===== src/rtl/dcache_responder.sv =====
`default_nettype none
// ============================================================================
// Module      : dcache_responder
// Description : Direct-mapped, one-word-per-line, write-through, no-write-
//               allocate data cache responder. Loads hit in one cycle; load
//               misses and all stores go to memory through a valid/ready
//               request channel while the core is stalled.
//               Optional build macro: DCACHE_UNCACHED_REGION_EN makes the
//               region addr[31:30] == 2'b10 uncacheable.
// Revision    : 1.0 - initial release
// ============================================================================
module dcache_responder #(
  parameter int LINES = 64,
  parameter int IDXW  = 6
) (
  input  logic        clk,
  input  logic        reset,
  input  logic [31:0] dcache_addr,
  input  logic        dcache_re,
  input  logic [3:0]  dcache_we,
  input  logic [31:0] dcache_din,
  output logic [31:0] dcache_dout,
  output logic        stall,
  output logic        mem_req_valid,
  input  logic        mem_req_ready,
  output logic        mem_req_rw,
  output logic [31:0] mem_req_addr,
  output logic [31:0] mem_req_data,
  output logic [3:0]  mem_req_mask,
  input  logic        mem_resp_valid,
  input  logic [31:0] mem_resp_data
);

  localparam int c_TAGW = 30 - IDXW;

  typedef enum logic [1:0] {
    ST_IDLE    = 2'd0,
    ST_RD_REQ  = 2'd1,
    ST_RD_WAIT = 2'd2,
    ST_WR_REQ  = 2'd3
  } state_t;

  state_t            r_state;
  logic [31:0]       r_data [LINES];
  logic [c_TAGW-1:0] r_tag  [LINES];
  logic [LINES-1:0]  r_valid;

  // Where an outstanding read miss will be installed when the fill returns
  logic [IDXW-1:0]   r_fill_idx;
  logic [c_TAGW-1:0] r_fill_tag;
  logic              r_fill_cacheable;

  logic [IDXW-1:0]   w_idx;
  logic [c_TAGW-1:0] w_tag;
  logic              w_cacheable;
  logic              w_store;
  logic              w_accept;
  logic              w_hit;
  logic              w_fill;
  logic [31:0]       w_merged;
  logic              w_unused_lsbs;

  assign w_idx         = dcache_addr[IDXW+1:2];
  assign w_tag         = dcache_addr[31:IDXW+2];
  assign w_unused_lsbs = ^dcache_addr[1:0];

`ifdef DCACHE_UNCACHED_REGION_EN
  assign w_cacheable = (dcache_addr[31:30] != 2'b10);
`else
  assign w_cacheable = 1'b1;
`endif

  // A store takes priority over a load when both are requested
  assign w_store  = |dcache_we;
  assign w_accept = (r_state == ST_IDLE) && (dcache_re || w_store);
  assign w_hit    = w_cacheable && r_valid[w_idx] && (r_tag[w_idx] == w_tag);
  assign w_fill   = (r_state == ST_RD_WAIT) && mem_resp_valid && r_fill_cacheable;

  // Line word with the enabled store byte lanes overlaid
  always_comb begin
    w_merged = r_data[w_idx];
    for (int i = 0; i < 4; i++) begin
      if (dcache_we[i]) begin
        w_merged[8*i +: 8] = dcache_din[8*i +: 8];
      end
    end
  end

  // Line storage: store-hit merge at acceptance, or install on read fill
  always_ff @(posedge clk) begin
    if (w_accept && w_store && w_hit) begin
      r_data[w_idx] <= w_merged;
    end else if (w_fill) begin
      r_data[r_fill_idx] <= mem_resp_data;
      r_tag[r_fill_idx]  <= r_fill_tag;
    end
  end

  // Control FSM with registered core and memory-side outputs
  always_ff @(posedge clk or negedge reset) begin
    if (!reset) begin
      r_state          <= ST_IDLE;
      r_valid          <= '0;
      r_fill_idx       <= '0;
      r_fill_tag       <= '0;
      r_fill_cacheable <= 1'b0;
      stall            <= 1'b0;
      dcache_dout      <= 32'd0;
      mem_req_valid    <= 1'b0;
      mem_req_rw       <= 1'b0;
      mem_req_addr     <= 32'd0;
      mem_req_data     <= 32'd0;
      mem_req_mask     <= 4'd0;
    end else begin
      case (r_state)
        ST_IDLE: begin
          if (w_accept) begin
            if (w_store) begin
              // Write-through: every store goes to memory, hit or miss
              r_state       <= ST_WR_REQ;
              stall         <= 1'b1;
              mem_req_valid <= 1'b1;
              mem_req_rw    <= 1'b1;
              mem_req_addr  <= {dcache_addr[31:2], 2'b00};
              mem_req_data  <= dcache_din;
              mem_req_mask  <= dcache_we;
            end else if (w_hit) begin
              dcache_dout <= r_data[w_idx];
            end else begin
              r_state          <= ST_RD_REQ;
              stall            <= 1'b1;
              mem_req_valid    <= 1'b1;
              mem_req_rw       <= 1'b0;
              mem_req_addr     <= {dcache_addr[31:2], 2'b00};
              mem_req_mask     <= 4'd0;
              r_fill_idx       <= w_idx;
              r_fill_tag       <= w_tag;
              r_fill_cacheable <= w_cacheable;
            end
          end
        end
        ST_RD_REQ: begin
          if (mem_req_ready) begin
            r_state       <= ST_RD_WAIT;
            mem_req_valid <= 1'b0;
          end
        end
        ST_RD_WAIT: begin
          if (mem_resp_valid) begin
            r_state     <= ST_IDLE;
            stall       <= 1'b0;
            dcache_dout <= mem_resp_data;
            if (r_fill_cacheable) begin
              r_valid[r_fill_idx] <= 1'b1;
            end
          end
        end
        ST_WR_REQ: begin
          if (mem_req_ready) begin
            r_state       <= ST_IDLE;
            stall         <= 1'b0;
            mem_req_valid <= 1'b0;
          end
        end
        default: begin
          r_state <= ST_IDLE;
        end
      endcase
    end
  end

endmodule
`default_nettype wire


===== config.mk =====
export PLATFORM = sky130hd
export DESIGN_NAME = dcache_responder
export DESIGN_NICKNAME = d
export VERILOG_FILES = /design/src/rtl/dcache_responder.sv
export SDC_FILE = /design/constraint.sdc
export NUM_CORES = 2
export LEC_CHECK = 0
export CORE_ASPECT_RATIO = 0.8
export CORE_MARGIN = 4
export CORE_UTILIZATION = 45
export CTS_CLUSTER_DIAMETER = 120
export DETAILED_ROUTE_END_ITERATION = 16
export GPL_ROUTABILITY_DRIVEN = 0
export SETUP_SLACK_MARGIN = 0.02
export SKIP_LAST_GASP = 1
export SYNTH_ARGS = -nofsm -noshare
export SYNTH_HDL_FRONTEND = slang
export SYNTH_SLANG_ARGS = --single-unit

===== constraint.sdc =====
create_clock -name clk -period 9.1 [get_ports clk]
set_input_delay 1.82 -clock clk [delete_from_list [all_inputs] [get_ports clk]]
set_output_delay 1.82 -clock clk [all_outputs]
set_load 0.02 [all_outputs]

==> impl_summary.log <==
[metrics] clock sink count: 3,782
[metrics] count of boundary I/O pins: 208
[metrics] share of power burned in the clock network: 36.7%
[metrics] Die Y: 518 um
[metrics] number of global-route vias before repair: 73,470
[metrics] Remaining Overflow, GRT: 0
[metrics] Routed Wire Length: 435 mm
[metrics] Clk Latency, worst-skew pair: 0.91 ns
[metrics] synthesized-area fraction occupied by ao, oa, aoi and oai cells: 2.29%
[metrics] Clock H-tree levels: 5
[metrics] GRT Total Usage: 25.7%
[metrics] top fanout value on the critical path: 80
[metrics] hold violation total from the final report: 0
[metrics] antenna violations before repair: 18
[metrics] clock tree from TritonCTS: built
[metrics] total placed cells including tap cells: roughly 11,000
[metrics] final cell count without fillers: approximately 12,000
[metrics] share of synthesized cell area in full adder, half adder and majority cells: 0%
[metrics] reg-to-reg critical path startpoint: r_tag[16][1]
[metrics] Switching Fraction: 25.2%
[metrics] number of design rule violations left after detail routing: 0
[metrics] number of buffer cells added on primary ports: 203
[metrics] launch point of the worst path: dcache_addr[2]
[metrics] xor/xnor share of the synthesized area: less than 1%
[metrics] cell-internal power: 31.9 mW
[metrics] Pwr per Cell Area: about 250 nW/um^2
[metrics] PnR Total Power: ~43 mW
[metrics] instance area after placement: 157,000 um^2
[metrics] RSZ-0062 raised after global routing: false
[metrics] critical-path cell with the highest stage delay: sky130_fd_sc_hd__o21ai_0
[metrics] largest family of logic cells by synthesized area: multiplexers
[metrics] Netlist cell types: 75
[metrics] max-slew violation total from the final report: 0
[metrics] FP Rows: 186
[metrics] post-route minimum period: 7.23 ns
[metrics] Max clock buf depth: 4
[metrics] Total Die Area: 334,000 um^2
[metrics] Setup TNS: 0 ns
[metrics] Resized Gates After CTS: 0
[metrics] clk_skew: 0.0497 ns
[metrics] core box area: around 320,000 um^2
[metrics] total CTS buffers: 377
[metrics] result of the run: finished clean
[metrics] router iterations before antenna repair: 8
[metrics] mapped cell area: between 100,000 and 150,000 um^2
[metrics] category of cells accounting for the largest share of critical-path delay: buffers and inverters
[metrics] max-capacitance violation count: 0
[metrics] fraction of layout cells with a size suffix above 1: 28.7%
[metrics] Die X: between 600 and 700 um
[metrics] post-CTS setup buffer count: 0
[metrics] routed length per placed instance: 36.6 um
[metrics] mux contribution to synthesized area: 16.9%
[metrics] critical path endpoint category: register
[metrics] sequential-to-total area share from yosys stat: 77.0%
[metrics] flop and latch count out of synthesis: between 3,000 and 4,000
[metrics] sequential power share: 51.4%
[metrics] IR Drop Worst-Case VDD: 0.172 mV
[metrics] type of the tightest min-delay check: register to register
[metrics] count of flip-flops with a built-in enable after synthesis: roughly 3,600
[metrics] cell-by-cell trace of the critical path: buf_16 > inv_1 > buf_4 > o21ai_0 > nand4_1 > xor2_1 > nor3_1 > o2111ai_1 > nor4_4 > buf_4 > a31oi_4 > buf_4 > nor3_2 > buf_4
[metrics] final-stage net count: about 7,400
[metrics] max incr delay on CP: 0.99 ns
[metrics] 1st-iter DRT viols: approximately 12,000
[metrics] Max Fclk: 0.138 GHz
[metrics] worst hold margin: 0.463 ns
[metrics] number of failing setup endpoints in the final timing report: 0
[metrics] Synth Flop Type: sky130_fd_sc_hd__edfxtp_1
[metrics] area share of and/or/nand/nor cells after synthesis: 2.57%
[metrics] Area Growth Syn to Fin: 15.8%
[metrics] number of hold buffers added after CTS: 0
[metrics] Yosys warnings: 0
[metrics] proportion of synthesized flip-flops having asynchronous set or reset: under 10%
[metrics] first-pass GRT wire length: 601 mm
[metrics] final antenna-violating net count: 0
[metrics] final HPWL from detailed placement: around 250 mm
[metrics] area of all placed cells without fillers: 169,000 um^2
[metrics] largest net degree at the start of global routing: between 100 and 150
[metrics] number of cells on the worst hold path: 1
[metrics] power spent charging and discharging nets: 10.7 mW
[metrics] Crit path depth: 14
[metrics] Reg2Reg Depth: 13
[metrics] synthesized instance count: 6,713
[metrics] critical setup path kind: input pin to register
[metrics] total area of multi-input combinational cells: ~33,000 um^2
[metrics] data arrival time of the critical path: around 7.8 ns
[metrics] fraction of the cycle the final worst path needs: 79.5%
[metrics] required time at the endpoint of the critical path: 9.65 ns
[metrics] fillers: 24,637
[metrics] cell leakage power: 54.5 nW
[metrics] nature of the critical path startpoint: input pin
[metrics] Starting Density: about 45%
[metrics] sequential standard cell area: approximately 110,000 um^2
[metrics] cell mode on critical path: sky130_fd_sc_hd__buf_4
[metrics] clock edge transition at the registers on the reported setup and hold paths: 0.06 ns
[metrics] WP buf/inv: 6
[metrics] Comb pwr share: 11.9%
[metrics] routed vias: 75,502
[metrics] root buffer selected by CTS: sky130_fd_sc_hd__clkbuf_16
[metrics] pin slew with the least headroom to its limit: 1.43 ns
[metrics] worst slew margin relative to its limit: 4.51%
[metrics] average cell area after synthesis: 21.8 um^2
[metrics] post-DR vias/cell: 6.35
[metrics] launch instance of the worst min-delay path: r_valid[3]
## power groups by stage
stage | Clock [mW] | Sequential [mW] | Combinational [mW]
after floorplan | 0 | 22.5 | 2.05
after global placement | 0 | 22.1 | 4.87
after detailed placement | 0 | 22.2 | 5.04
after CTS | 15.8 | 21.8 | 5.05
after global routing | 16.6 | 21.9 | 5.32
final | 15.6 | 21.9 | 5.08
## cell usage in the layout, fill, tap and decap left out, types with 30 or more instances in the layout
cell / Yosys / routed
sky130_fd_sc_hd__a22oi_1: 94 / 94
sky130_fd_sc_hd__buf_12: 0 / 83
sky130_fd_sc_hd__buf_4: 29 / 281
sky130_fd_sc_hd__bufinv_16: 0 / 46
sky130_fd_sc_hd__clkbuf_1: 204 / 68
sky130_fd_sc_hd__clkbuf_16: 0 / 386
sky130_fd_sc_hd__clkdlybuf4s50_1: 0 / 196
sky130_fd_sc_hd__clkinv_1: 3 / 88
sky130_fd_sc_hd__clkinv_2: 0 / 52
sky130_fd_sc_hd__dfrtp_1: 198 / 173
sky130_fd_sc_hd__edfxtp_1: 3584 / 3584
sky130_fd_sc_hd__mux2_2: 50 / 50
sky130_fd_sc_hd__mux2i_1: 301 / 301
sky130_fd_sc_hd__mux4_2: 936 / 936
sky130_fd_sc_hd__nand2_1: 266 / 265
sky130_fd_sc_hd__nand3_1: 44 / 44
sky130_fd_sc_hd__nor2_1: 147 / 78
sky130_fd_sc_hd__nor2_4: 0 / 50
sky130_fd_sc_hd__nor3_2: 0 / 66
sky130_fd_sc_hd__o21ai_0: 75 / 40
sky130_fd_sc_hd__o21ai_4: 0 / 34
sky130_fd_sc_hd__o221a_1: 30 / 30
sky130_fd_sc_hd__o22ai_1: 34 / 34
sky130_fd_sc_hd__or2_2: 69 / 70
sky130_fd_sc_hd__or3_1: 40 / 40
## cells in the mapped netlist (all sizes together), types with 5 or more instances
| library cell | instances | area, um^2 |
|---|---|---|
| a221o | 29 | 290 |
| mux4 | 936 | 21100 |
| a21oi | 24 | 120 |
| a32oi | 13 | 114 |
| xor2 | 10 | 87.6 |
| buf | 182 | 991 |
| o21ai | 77 | 385 |
| nor2 | 148 | 558 |
| nor3b | 5 | 37.5 |
| nand4 | 21 | 131 |
| or4 | 6 | 45.0 |
| nand3b | 8 | 60.1 |
| edfxtp | 3584 | 108000 |
| o21a | 5 | 37.5 |
| nand2 | 266 | 998 |
| and2 | 17 | 106 |
| nor2b | 24 | 150 |
| o221a | 32 | 360 |
| xnor2 | 6 | 52.6 |
| a21boi | 5 | 37.5 |
| o22ai | 34 | 213 |
| or2 | 70 | 438 |
| nor3 | 83 | 415 |
| or3 | 40 | 250 |
| a2111oi | 6 | 52.6 |
| mux2i | 301 | 3010 |
| mux2 | 50 | 563 |
| a31oi | 21 | 131 |
| a211oi | 18 | 135 |
| and3 | 14 | 87.6 |
| o2111ai | 12 | 105 |
| a221oi | 26 | 228 |
| clkbuf | 204 | 766 |
| o211ai | 5 | 37.5 |
| nand3 | 44 | 220 |
| inv | 11 | 41.3 |
| a22oi | 94 | 706 |
| nand2b | 16 | 100 |
| dfrtp | 198 | 4950 |
| nor4 | 10 | 68.8 |
## area by class of cell
type | instances | share of cell area, %
inverters | 14 | 0.0377
well taps | 4324 | 3.19
flip-flops and latches | 3782 | 66.5
multi-input cells | 2532 | 19.6
clock buffers | 466 | 5.95
clock inverters | 213 | 1.33
repair buffers | 565 | 3.43
diodes | 3 | 0.00443
## path summary, 6_finish.rpt
path                               endpoint  slack (ns)
setup / recovery             r_data[46][26]        1.87
hold / removal                   r_valid[3]        0.46
setup reg to reg             r_data[46][26]        3.51
hold reg to reg                  r_valid[3]        0.46
max in group asynchronous  mem_req_data[17]        6.59
min in group asynchronous  mem_req_addr[13]        0.94
## sequential cells by signal, summed over array words and instances (netlist names)
| name | cells |
|---|---|
| mem_req_valid | 1 |
| mem_req_data | 32 |
| mem_req_mask | 4 |
| dcache_dout | 32 |
| r_fill_cacheable | 1 |
| mem_req_rw | 1 |
| r_valid | 64 |
| r_tag | 1536 |
| mem_req_addr | 30 |
| r_data | 2048 |
| stall | 1 |
| r_fill_idx | 6 |
| r_fill_tag | 24 |
| r_state | 2 |
## worst register-to-register path, delay by kind of cell (launching register included)
family	cells	cell delay [ns]
XOR/XNOR	1	0.11
AND/OR/NAND/NOR	5	1.70
flip-flops	1	0.37
buffers and inverters	3	1.04
AO/OA/AOI/OAI	3	1.46
multiplexers	1	0.52
## metrics by stage
step / setup slack [ns] / util (%)
6_report: 1.87 / 52.6
5_1_grt: 1.86 / 52.6
4_1_cts: 2.24 / 52.6
3_5_place_dp: 1.27 / 48.7
3_3_place_gp: 1.30 / 48.7
2_1_floorplan: 0.913 / -
## kinds of logic after synthesis
| logic type | count (synthesis) |
|---|---|
| other | 1 |
| buffers and inverters | 400 |
| muxes | 1287 |
| and+or+nand+nor | 783 |
| AOI/OAI and AO/OA | 444 |
| xor gates and xnor gates | 16 |
| DFF | 3782 |
## per-layer routing
metal	part of all wire (%)	wire, um	track usage [%]	up-vias
met2	44	193000	37.3	4587
met3	12	51500	6.97	770
met1	40	175000	38.0	40722
li1	-	-	-	29417
met5	0.0078	34	0	-
met4	3.7	16100	8.21	6
Power figures use the tool's default switching activity.
